--- config.mk ---
export PLATFORM = sky130hd
export DESIGN_NAME = pc_sequencer_flat
export DESIGN_NICKNAME = d
export VERILOG_FILES = /design/src/rtl/pc_sequencer_pkg.sv /design/src/rtl/pc_sequencer_if.sv /design/src/rtl/pc_sequencer_int_latch.sv /design/src/rtl/pc_sequencer.sv /design/src/flat_wrapper.sv
export SDC_FILE = /design/constraint.sdc
export NUM_CORES = 1
export LEC_CHECK = 0
export CORE_ASPECT_RATIO = 1.4
export CORE_MARGIN = 2
export CORE_UTILIZATION = 35
export CTS_CLUSTER_SIZE = 40
export DETAILED_ROUTE_END_ITERATION = 8
export PLACE_DENSITY = 0.7
export SLEW_MARGIN = 20
export SYNTH_ARGS = -nofsm -noshare
export SYNTH_HDL_FRONTEND = slang
export SYNTH_SLANG_ARGS = --single-unit
--- constraint.sdc ---
create_clock -name clock -period 3.95 [get_ports clock]
set_input_delay 0.79 -clock clock [delete_from_list [all_inputs] [get_ports clock]]
set_output_delay 0.79 -clock clock [all_outputs]
set_load 0.02 [all_outputs]
--- src/rtl/pc_sequencer_pkg.sv ---
// Shared types and constants for the next-address sequencer in front of program_counter.
package pc_sequencer_pkg;

  localparam int ADDR_W = 32;

  localparam logic [ADDR_W-1:0] VEC_ADDR = 32'd60;
  localparam logic [ADDR_W-1:0] START0   = 32'hFFFF_FFFF;
  localparam logic [ADDR_W-1:0] START1   = 32'd14;
  localparam logic [ADDR_W-1:0] START2   = 32'd29;

  localparam logic [1:0] PROGR_0    = 2'b00;
  localparam logic [1:0] PROGR_1    = 2'b01;
  localparam logic [1:0] PROGR_RSVD = 2'b10;
  localparam logic [1:0] PROGR_2    = 2'b11;

  typedef enum logic [1:0] {
    ST_BOOT = 2'd0,
    ST_RUN  = 2'd1,
    ST_ISR  = 2'd2
  } state_e;

endpackage

--- src/rtl/pc_sequencer_if.sv ---
// Control bus between the pipeline (master) and the next-address sequencer (slave).
interface pc_sequencer_if;
  import pc_sequencer_pkg::*;

  // Single-cycle control bus: no valid/ready handshake; every input is sampled on
  // every rising clock edge and next_address is valid combinationally each cycle.
  logic [1:0]        progr;
  logic [ADDR_W-1:0] pc_current;
  logic              stall;
  logic              branch_taken;
  logic [ADDR_W-1:0] branch_target;
  logic              jump;
  logic [ADDR_W-1:0] jump_target;
  logic              interrupt;
  logic              eret;
  logic [ADDR_W-1:0] next_address;
  logic [ADDR_W-1:0] epc;
  logic              in_isr;
  logic              int_ack;

  modport master (
    output progr, pc_current, stall, branch_taken, branch_target,
           jump, jump_target, interrupt, eret,
    input  next_address, epc, in_isr, int_ack
  );

  modport slave (
    input  progr, pc_current, stall, branch_taken, branch_target,
           jump, jump_target, interrupt, eret,
    output next_address, epc, in_isr, int_ack
  );

endinterface

--- src/rtl/pc_sequencer_int_latch.sv ---
// Interrupt rising-edge detector with a sticky pending flag; edges while pending merge.
module pc_sequencer_int_latch (
  input  logic clock,
  input  logic reset,
  input  logic interrupt_i,
  input  logic clear_i,
  output logic pending_o
);

  logic prev_q;
  logic pending_q;
  logic pending_d;
  logic rise;

  assign rise = interrupt_i & ~prev_q;

  // A fresh edge in the same cycle as a clear is a new event and survives it.
  assign pending_d = rise | (pending_q & ~clear_i);

  always_ff @(posedge clock) begin
    if (!reset) begin
      prev_q    <= 1'b0;
      pending_q <= 1'b0;
    end else begin
      prev_q    <= interrupt_i;
      pending_q <= pending_d;
    end
  end

  assign pending_o = pending_q;

endmodule

--- src/rtl/pc_sequencer.sv ---
// Selects the address program_counter loads each cycle: boot, sequential, jump, branch, vector or eret.
module pc_sequencer
  import pc_sequencer_pkg::*;
(
  input  logic         clock,
  input  logic         reset,
  pc_sequencer_if.slave bus,
  output state_e       dbg_state_o
);

  state_e            state_q, state_d;
  logic [ADDR_W-1:0] epc_q, epc_d;
  logic              in_isr_q, in_isr_d;
  logic              int_ack_q, int_ack_d;
  logic              take_int;
  logic              pending;
  logic [ADDR_W-1:0] pc_inc;
  logic [ADDR_W-1:0] next_addr;
  logic [ADDR_W-1:0] start_addr;

  assign pc_inc = bus.pc_current + {{(ADDR_W-1){1'b0}}, 1'b1};

  always_comb begin
    start_addr = START0;
    case (bus.progr)
      PROGR_1: start_addr = START1;
      PROGR_2: start_addr = START2;
      default: start_addr = START0;
    endcase
  end

  pc_sequencer_int_latch u_int_latch (
    .clock       (clock),
    .reset       (reset),
    .interrupt_i (bus.interrupt),
    .clear_i     (take_int),
    .pending_o   (pending)
  );

  always_comb begin
    state_d   = state_q;
    epc_d     = epc_q;
    in_isr_d  = in_isr_q;
    take_int  = 1'b0;
    next_addr = pc_inc;
    if (!reset) begin
      next_addr = start_addr;
    end else begin
      case (state_q)
        ST_BOOT: begin
          next_addr = pc_inc;
          state_d   = ST_RUN;
        end
        ST_RUN: begin
          // Control transfers outrank the interrupt so epc never skips a taken jump/branch.
          if (bus.stall) begin
            next_addr = bus.pc_current;
          end else if (bus.jump) begin
            next_addr = bus.jump_target;
          end else if (bus.branch_taken) begin
            next_addr = bus.branch_target;
          end else if (pending) begin
            next_addr = VEC_ADDR;
            epc_d     = pc_inc;
            in_isr_d  = 1'b1;
            take_int  = 1'b1;
            state_d   = ST_ISR;
          end
        end
        ST_ISR: begin
          if (bus.stall) begin
            next_addr = bus.pc_current;
          end else if (bus.eret) begin
            next_addr = epc_q;
            in_isr_d  = 1'b0;
            state_d   = ST_RUN;
          end else if (bus.jump) begin
            next_addr = bus.jump_target;
          end else if (bus.branch_taken) begin
            next_addr = bus.branch_target;
          end
        end
        default: state_d = ST_BOOT;
      endcase
    end
  end

  assign int_ack_d = take_int;

  always_ff @(posedge clock) begin
    if (!reset) begin
      state_q   <= ST_BOOT;
      epc_q     <= '0;
      in_isr_q  <= 1'b0;
      int_ack_q <= 1'b0;
    end else begin
      state_q   <= state_d;
      epc_q     <= epc_d;
      in_isr_q  <= in_isr_d;
      int_ack_q <= int_ack_d;
    end
  end

  assign bus.next_address = next_addr;
  assign bus.epc          = epc_q;
  assign bus.in_isr       = in_isr_q;
  assign bus.int_ack      = int_ack_q;
  assign dbg_state_o      = state_q;

endmodule

--- src/flat_wrapper.sv ---
// flat-port wrapper written by rule: the top's interface ports become plain ports
module pc_sequencer_flat import pc_sequencer_pkg::*;
  (clock, reset, dbg_state_o, bus_progr, bus_pc_current, bus_stall, bus_branch_taken, bus_branch_target, bus_jump, bus_jump_target, bus_interrupt, bus_eret, bus_next_address, bus_epc, bus_in_isr, bus_int_ack);
  pc_sequencer_if bus_i ();
  input  logic clock;
  input  logic reset;
  output state_e dbg_state_o;
  input wire logic [$bits(bus_i.progr)-1:0] bus_progr;
  input wire logic [$bits(bus_i.pc_current)-1:0] bus_pc_current;
  input wire logic [$bits(bus_i.stall)-1:0] bus_stall;
  input wire logic [$bits(bus_i.branch_taken)-1:0] bus_branch_taken;
  input wire logic [$bits(bus_i.branch_target)-1:0] bus_branch_target;
  input wire logic [$bits(bus_i.jump)-1:0] bus_jump;
  input wire logic [$bits(bus_i.jump_target)-1:0] bus_jump_target;
  input wire logic [$bits(bus_i.interrupt)-1:0] bus_interrupt;
  input wire logic [$bits(bus_i.eret)-1:0] bus_eret;
  output wire logic [$bits(bus_i.next_address)-1:0] bus_next_address;
  output wire logic [$bits(bus_i.epc)-1:0] bus_epc;
  output wire logic [$bits(bus_i.in_isr)-1:0] bus_in_isr;
  output wire logic [$bits(bus_i.int_ack)-1:0] bus_int_ack;
  assign bus_i.progr = bus_progr;
  assign bus_i.pc_current = bus_pc_current;
  assign bus_i.stall = bus_stall;
  assign bus_i.branch_taken = bus_branch_taken;
  assign bus_i.branch_target = bus_branch_target;
  assign bus_i.jump = bus_jump;
  assign bus_i.jump_target = bus_jump_target;
  assign bus_i.interrupt = bus_interrupt;
  assign bus_i.eret = bus_eret;
  assign bus_next_address = bus_i.next_address;
  assign bus_epc = bus_i.epc;
  assign bus_in_isr = bus_i.in_isr;
  assign bus_int_ack = bus_i.int_ack;
  pc_sequencer u_core (.clock(clock), .reset(reset), .bus(bus_i), .dbg_state_o(dbg_state_o));
endmodule
==> results.md <==
* Largest net degree at the start of global routing at 36
* Clock share of power at 15.1%
* Total global routing overflow at 0
* CTS buffer count at 5
* Post-route insts no fill at 1030
* Vias in the first global route at 5952
* Placed Instances at 1017
* Clk Latency, worst-skew pair at 0.29 ns
* Sequential share of power at between 10 and 15%
* Flops & latches, synth at 38
* Dominant cell type by area after synthesis: dfxtp_1
* Syn Area/Cell at approximately 6.6 um2
* Cell variety after synth at 63
* WHS at 0.517 ns
* Starting Density at 36.0%
* Nets at 994
* Maximum vdd drop at 0.000202 V
* DR pass1 iterations at 5
* Core Rows at 46
* CP bufs+invs at 3
* Initial antenna violation count at 0
* Leakage power at 2.79 nW
* Syn-to-layout area delta at 72.2%
* Pint at 1.49 mW
* Fin crit share at 97.7%
* Status: complete, no violations
* Longest Clk Path Bufs at 2
* CTS clk-pin slew, worst paths at 0.06 ns
* Dpl hpwl at 16900 um
* Max FO, Critical Path at 12
* Diodes inserted at 0
* Switching power at 1.36 mW
* Die width at about 95 um
* Ys flop type: dfxtp_1
* Multi-input gate area at 0.00313 mm2
* Post-synthesis sequential area ratio at 18.6%
* Synth Cell Area at around 0.0041 mm2
* Core Area at 0.0113 mm2
* Synth Instances at around 620
* DR iter-0 viols at 373
* CP top delay family: buffers and inverters
* Post-layout min period at 3.86 ns
* Final Setup Violations at 0
* Post-Route Skew at 0.00395 ns
* Die height at 132 um
* CP Launch Type: primary input
* PortBufs at between 150 and 200
* TritonCTS clock tree: yes
* Final wirelength at 21500 um
* First-pass GRT wire length at roughly 32000 um
* Max_slew headroom at around a third
* Via count at 6046
* Final slew viol count at 0
* DRC Markers at 0
* Fillers at between 1000 and 1500
* Crit-path most repeated cell: clkdlybuf4s50_1
* Worst path max stage delay at 0.66 ns
* Worst-margin pin slew at about 1.0 ns
* Gate power share at a little over two thirds
* Switching part of the total at 47.6%
* DIE AREA at 0.0126 mm2
* Routed Antenna Nets at 0
* Clock root cell: clkbuf_16
* Critical Path End Type: output port
* Synth top area share at between 10% and 20%
* CTS sink count at 38
* YS warnings at 0
* Fmax at 0.259 GHz
* Final core utilization at 62.1%
* DR vias/cell at 5.87
* Critical-path cell list: clkdlybuf4s50_1 > and2_1 > buf_4 > a22o_1 > a221oi_1 > a211oi_1 > clkdlybuf4s50_1
* Layout cell share with drive strength beyond 1 at 19.9%
* Synthesized net count at 725
* Max Cap Viol at 0
* FFs w/ async S/R, synth at 0%
* GPL Wtd Cong at between 0.9 and 1
* P per Cell Area at 406 mW/mm2
* CTS Hold Bufs at 0
* Register Area at around 760 um2
* Ports at between 150 and 200
* Final Hold Vio Count at 0
* CP Data Arrival Time at just over 3 ns
* Wire length per cell at 20.9 um
* WP data required at 3.16 ns
* # H-tree levels at 2
* Number of synthesized flops with an enable pin at 0
* CP max stage cell: clkdlybuf4s50_1
* Area contributors post-synth: dfxtp_1 19%, o21ai_0 9.4%, a21oi_1 7.8%
* HP Class: flop to flop
* Total Routing Usage GR at 33.3%
* Critical path type: primary input to output port
-- metrics by stage --
| step | setup slack, ns | setup TNS (ns) | area [um2] | total power [mW] |
|---|---|---|---|---|
| floorplan | 0.453 | 0 | 4090 | 1.46 |
| global placement | -0.415 | -5.94 | 6820 | 2.46 |
| detailed placement | -0.377 | -5.94 | 6820 | 2.47 |
| CTS | 0.000906 | 0 | 6970 | 2.83 |
| global route | -0.00884 | -0.00932 | 7040 | 3.00 |
| finish | 0.0914 | 0 | 7040 | 2.85 |
-- cell families after synthesis --
kind of cell | count (synthesis) | synth area share [%]
buffers and inverters | 63 | 6.16
and+or+nand+nor | 220 | 27.2
xor gates and xnor gates | 29 | 6.22
AOI/OAI and AO/OA | 261 | 40.3
adders and majority gates | 4 | 1.23
DFF | 38 | 18.6
muxes | 1 | 0.245
-- synthesized netlist by cell type, drive strengths merged, types with 7 or more instances --
library cell and n:
buf 15, nand3 14, inv 13, and3 11
nor3 15, o221ai 7, nand4 16, a21oi 64
a21o 8, o21ai 79, clkbuf 33, dfxtp 38
nor2 68, a211oi 25, xnor2 16, nand2 67
o22ai 21, xor2 13
-- timing repair --
item / in CTS / in global routing
pin swaps: 3 / 10
setup buffers: 2 / 3
setup endpoints to repair: 27 / 27
endpoints found under the hold margin: 0 / 0
gates resized for setup: 48 / 28
-- power groups by stage --
stage	registers [mW]	logic (mW)	clock network (mW)
final	0.423	2.00	0.432
after global placement	0.430	2.03	0
after detailed placement	0.431	2.04	0
after CTS	0.423	1.97	0.435
after global routing	0.425	2.13	0.449
after floorplan	0.447	1.01	0
-- flip-flops by register name, indices dropped and copies added, names as in the netlist --
name                          cells
u_core.dbg_state_o                2
u_core.bus.int_ack                1
u_core.u_int_latch.prev_q         1
u_core.bus.in_isr                 1
u_core.u_int_latch.pending_o      1
u_core.bus.epc                   32
-- cell type report --
class,instances,area share (%)
clock buffers,7,2.03
clock inverters,1,0.0711
inverters,15,0.800
multi-input cells,515,44.5
flip-flops and latches,38,10.8
well taps,144,2.56
repair buffers,310,39.2
-- final timing paths --
kind                         start                     to  slack, ns  cells past startpoint
min reg2reg      u_core.bus.epc[1]      u_core.bus.epc[1]       0.52                      2
min              u_core.bus.epc[1]      u_core.bus.epc[1]       0.52                      2
max                       bus_eret    bus_next_address[0]       0.09                      7
max reg2reg  u_core.dbg_state_o[1]  u_core.dbg_state_o[0]       1.90                      8
-- routing by layer --
layer	up-vias	GRT usage, %	wire (um)
met3	64	4.17	1470
met2	314	60.6	11200
li1	2836	-	-
met5	-	0	0
met1	2832	37.1	7960
met4	0	16.2	886
-- cell usage in the layout (no fill, tap or decap), types with 4 or more instances in the layout --
master	n
o22ai_1	21
buf_4	136
nand4_1	15
or3_1	4
nor2_1	66
o21ai_1	5
a221o_1	5
ha_1	4
a211o_1	5
a211oi_1	24
xnor2_1	14
o221ai_1	7
dlymetal6s2s_1	5
a21o_1	8
clkdlybuf4s15_1	4
a21oi_1	64
dlygate4sd2_1	18
o21ai_0	74
o21a_1	6
xor2_1	12
and3_1	11
dfxtp_1	38
o211ai_1	5
clkdlybuf4s50_1	138
inv_1	13
nor3_1	12
and2_1	5
nand2_1	66
a31oi_1	6
clkbuf_16	5
nand3_1	12
a221oi_1	5
-- worst min-delay path, cell delays in order, from the launching register on --
cell and delay, ns:
dfxtp_1 0.35, nand2_1 0.07, a21oi_1 0.06
Power figures use the tool's default switching activity.
==> edit 1: new RTL, config.mk and constraints unchanged <==
Register the output `dbg_state_o` once more; this adds one clock of latency there. The other outputs are not delayed to match.
--- a/src/rtl/pc_sequencer.sv
+++ b/src/rtl/pc_sequencer.sv
@@ -107,3 +107,5 @@
   assign bus.int_ack      = int_ack_q;
-  assign dbg_state_o      = state_q;
+  always_ff @(posedge clock) begin
+    dbg_state_o <= state_q;
+  end
 
Function: changed (Yosys sat finds a counterexample within 4 cycles, from zero or initial values and one cycle with reset low).
==> edit 1 against the unedited design <==
Clock power shrank 4%. Sequential share of layout area increased by 0.60 points. Power shrank 0.61%. Sequential cell count rose by 2. Final cell count fell by 1.9%. Register-to-register slack better by 0.10 ns. Routed wire length is 1.5% lower. Hold slack worse by 0.12 ns. Worst setup slack got worse by 0.052 ns. Count of clock-buffer cells in the layout decreased by 2. Area after synthesis decreased by 1.6%. First-iteration DRC count rose by 56%. Final area shrank 0.28%. Largest power group unchanged. Highest routed layer unchanged.
==> edit 1: results (changes against the unedited design) <==
run status: finished clean
placed cell area: 6810 µm² (-0.11%)
worst setup path end: bus_next_address[6]
number of non-clock buffers: 317 (+2.3%)
Synth Area in Compound Gates: 39.0% (-1.3 points)
worst r2r dst: u_core.bus.epc[18]$_SDFFE_PN0P_
routed wl met3: 1.57 mm (+6.9%)
worst vdd ir: 343 µV (+70%)
syn nets: 700 (-3.4%)
Hold Path Sink: u_core.dbg_state_o[0]$_DFF_P_
Reg2Reg Setup Slack: 2.00 ns (+0.10 ns)
pin count of the biggest net entering global routing: 39 (+8.3%)
hold depth: 0 (-2)
final wirelength: 21.2 mm (-1.5%)
Metal-1 WL: 7.76 mm (-2.5%)
Max FO, Critical Path: 3 (-9)
RePlAce Congestion: 0.961 (+0.90%)
mux contribution to synthesized area: 0.778% (+0.53 points)
GRT Overall Usage: 33.9% (+0.56 points)
arrival time worst endpoint: 3.12 ns (+0.05 ns)
depth of the most critical reg-to-reg path: 7 (-1)
post-layout util: 62.2% (+0.14 points)
sequential portion of the cell area: 11.4% (+0.60 points)
GR Util met2: 64.2% (+3.6 points)
layout cells sized above 1: 23.3% (+3.5 points)
vias in the first global route: 5919 (-0.55%)
first-pass GRT wire length: 31.9 mm (-0.77%)
DP Cell Count: 1000 (-1.7%)
Synth cell types: 69 (+9.5%)
Synth Area in XOR/XNOR: 6.53% (+0.32 points)
area occupied by multi-input gates: 3070 µm² (-1.8%)
Fin Clk Skew: 0.00913 ns (+0.00519 ns)
buffering overhead: 39.6% (+0.42 points)
[edit 1: cell count changes after synthesis, moves of 6 or more]
| cell | delta |
|---|---|
| a31oi_1 | +14 |
| nand4_1 | -8 |
| nand2_1 | -29 |
| nand3_1 | +10 |
| a21o_1 | -6 |
| o22ai_1 | -11 |
| o21ai_0 | -7 |
| a22oi_1 | +13 |
| nand2b_1 | +17 |
| and3_2 | +6 |
| a21oi_1 | -11 |
[edit 1: power groups by stage]
stage | Sequential, µW | Clock, µW | Combinational (µW)
CTS | 451 | 416 | 1950
global placement | 458 | 0 | 1980
finish | 451 | 413 | 1970
floorplan | 477 | 0 | 962
detailed placement | 460 | 0 | 1990
global route | 454 | 431 | 2100
[edit 1: repair_timing]
action / CTS / global route
setup endpoints to repair: 29 / 23
setup buffers: 1 / 2
pin swaps: 5 / 3
resized for setup: 50 / 47
==> edit 2: new RTL, same settings <==
Made on the original files. Set the package constant `ADDR_W` to 36 (it was 32).
--- a/src/rtl/pc_sequencer_pkg.sv
+++ b/src/rtl/pc_sequencer_pkg.sv
@@ -3,3 +3,3 @@
 
-  localparam int ADDR_W = 32;
+  localparam int ADDR_W = 36;
 
Interface: changed (5 resized); port bits go from 173 to 193. No check against the original RTL was run, so the function may have changed too.
==> edit 2 against the unedited design <==
Final cell count is 17% higher. Routed wire length is 18% higher. Worst setup slack got worse by 0.022 ns. Combinational power rose by 25%. Power increased by 19%. Final area increased by 18%. Sequential cell count grew 4. Area after synthesis rose by 16%. Core utilization rose by 0.51 points. Synthesized cell count up 9.1%. First-iteration DRC count increased by 58%. Critical path type unchanged.
==> edit 2: results (changes against the unedited design) <==
run status: finished clean
buffers added on ports: 192 (+12%)
DR vias: 7165 (+19%)
GR Util met2: 56.5% (-4.2 points)
Slew Limit Headroom: 60.4% (+29 points)
Metal-1 WL: 9.43 mm (+18%)
met1 Usage GRT: 41.0% (+4.0 points)
Nets: 1139 (+15%)
routed wl met3: 2.14 mm (+46%)
Largest register FFs: 36 (+13%)
depth of the most critical reg-to-reg path: 9 (+1)
pin count of the biggest net entering global routing: 56 (+56%)
register area share after synthesis: 17.7% (-0.94 points)
RePlAce Congestion: 1.03 (+8.5%)
final wirelength: 25.4 mm (+18%)
post-DP HPWL: 20.2 mm (+19%)
adder-cell share of the synthesized area: 1.05% (-0.17 points)
met2 wire length: 12.2 mm (+9.1%)
Post-synth top cells: 63 x a21oi_1, 61 x nor2_1, 61 x o21ai_0
Iteration-0 DRC Markers: 588 (+58%)
Int Power: 1740 µW (+17%)
Hold Path Sink: u_core.bus.in_isr$_SDFFE_PN0P_
GRT Overall Usage: 34.0% (+0.66 points)
Worst Hold Launch: u_core.bus.in_isr$_SDFFE_PN0P_
vias per cell: 5.97 (+1.6%)
layout cells sized above 1: 24.5% (+4.7 points)
Fin Clk Skew: 0.00590 ns (+0.00196 ns)
Setup Fix Bufs, Post-CTS: 4 (+2)
first-pass GRT wire length: 37.6 mm (+17%)
Setup crit start: bus_jump
Reg2Reg Setup Slack: 1.75 ns (-0.15 ns)
## edit 2: changes by cell type after synthesis, moves of 9 or more
cell / unedited run / this run
nor3_1: 15 / 37
o21a_1: 6 / 16
o21ai_0: 77 / 61
nand2_1: 67 / 48
o211ai_1: 5 / 14
nand2b_1: 3 / 18
o22ai_1: 21 / 11
## edit 2: worst max-delay path: stages
cell             delay, ns
clkdlybuf4s50_1       0.49
or3b_2                0.49
a21o_1                0.26
buf_4                 0.18
a221o_1               0.33
o22ai_1               0.11
a21oi_1               0.09
dlygate4sd2_1         0.33
## edit 2: cells by family after synthesis
logic type / count (synthesis)
AOI/OAI and AO/OA: 275
buffers and inverters: 71
xor gates and xnor gates: 25
adders and majority gates: 4
muxes: 3
DFF: 42
and+or+nand+nor: 252
## edit 2: per-stage QoR
stage,instance area (µm²),util (%),setup TNS [ns],hold slack (ns),setup slack [ns]
6_report,8340,62.6,0,0.489,0.0691
5_1_grt,8340,62.6,0,0.526,0.00159
4_1_cts,8280,62.1,0,0.492,0.00703
3_5_place_dp,8090,60.7,-8.70,0.473,-0.459
3_3_place_gp,8090,60.7,-8.61,0.452,-0.493
2_1_floorplan,4760,-,0,0.508,0.346
## edit 2: area by class of cell
type                    instances  area [µm²]  share of cell area (%)
multi-input cells             559        3550                    42.6
repair buffers                397        3520                    42.2
clock buffers                   5         125                    1.50
flip-flops and latches         42         841                    10.1
well taps                     182         228                    2.73
clock inverters                 3        21.3                   0.255
inverters                      13        48.8                   0.585
## edit 2: power by group through the flow
stage | Sequential (µW) | Clock, µW | Combinational [µW]
5_1_grt | 468 | 461 | 2640
2_1_floorplan | 495 | 0 | 1270
3_5_place_dp | 475 | 0 | 2530
3_3_place_gp | 475 | 0 | 2530
4_1_cts | 466 | 444 | 2450
6_report | 466 | 437 | 2500
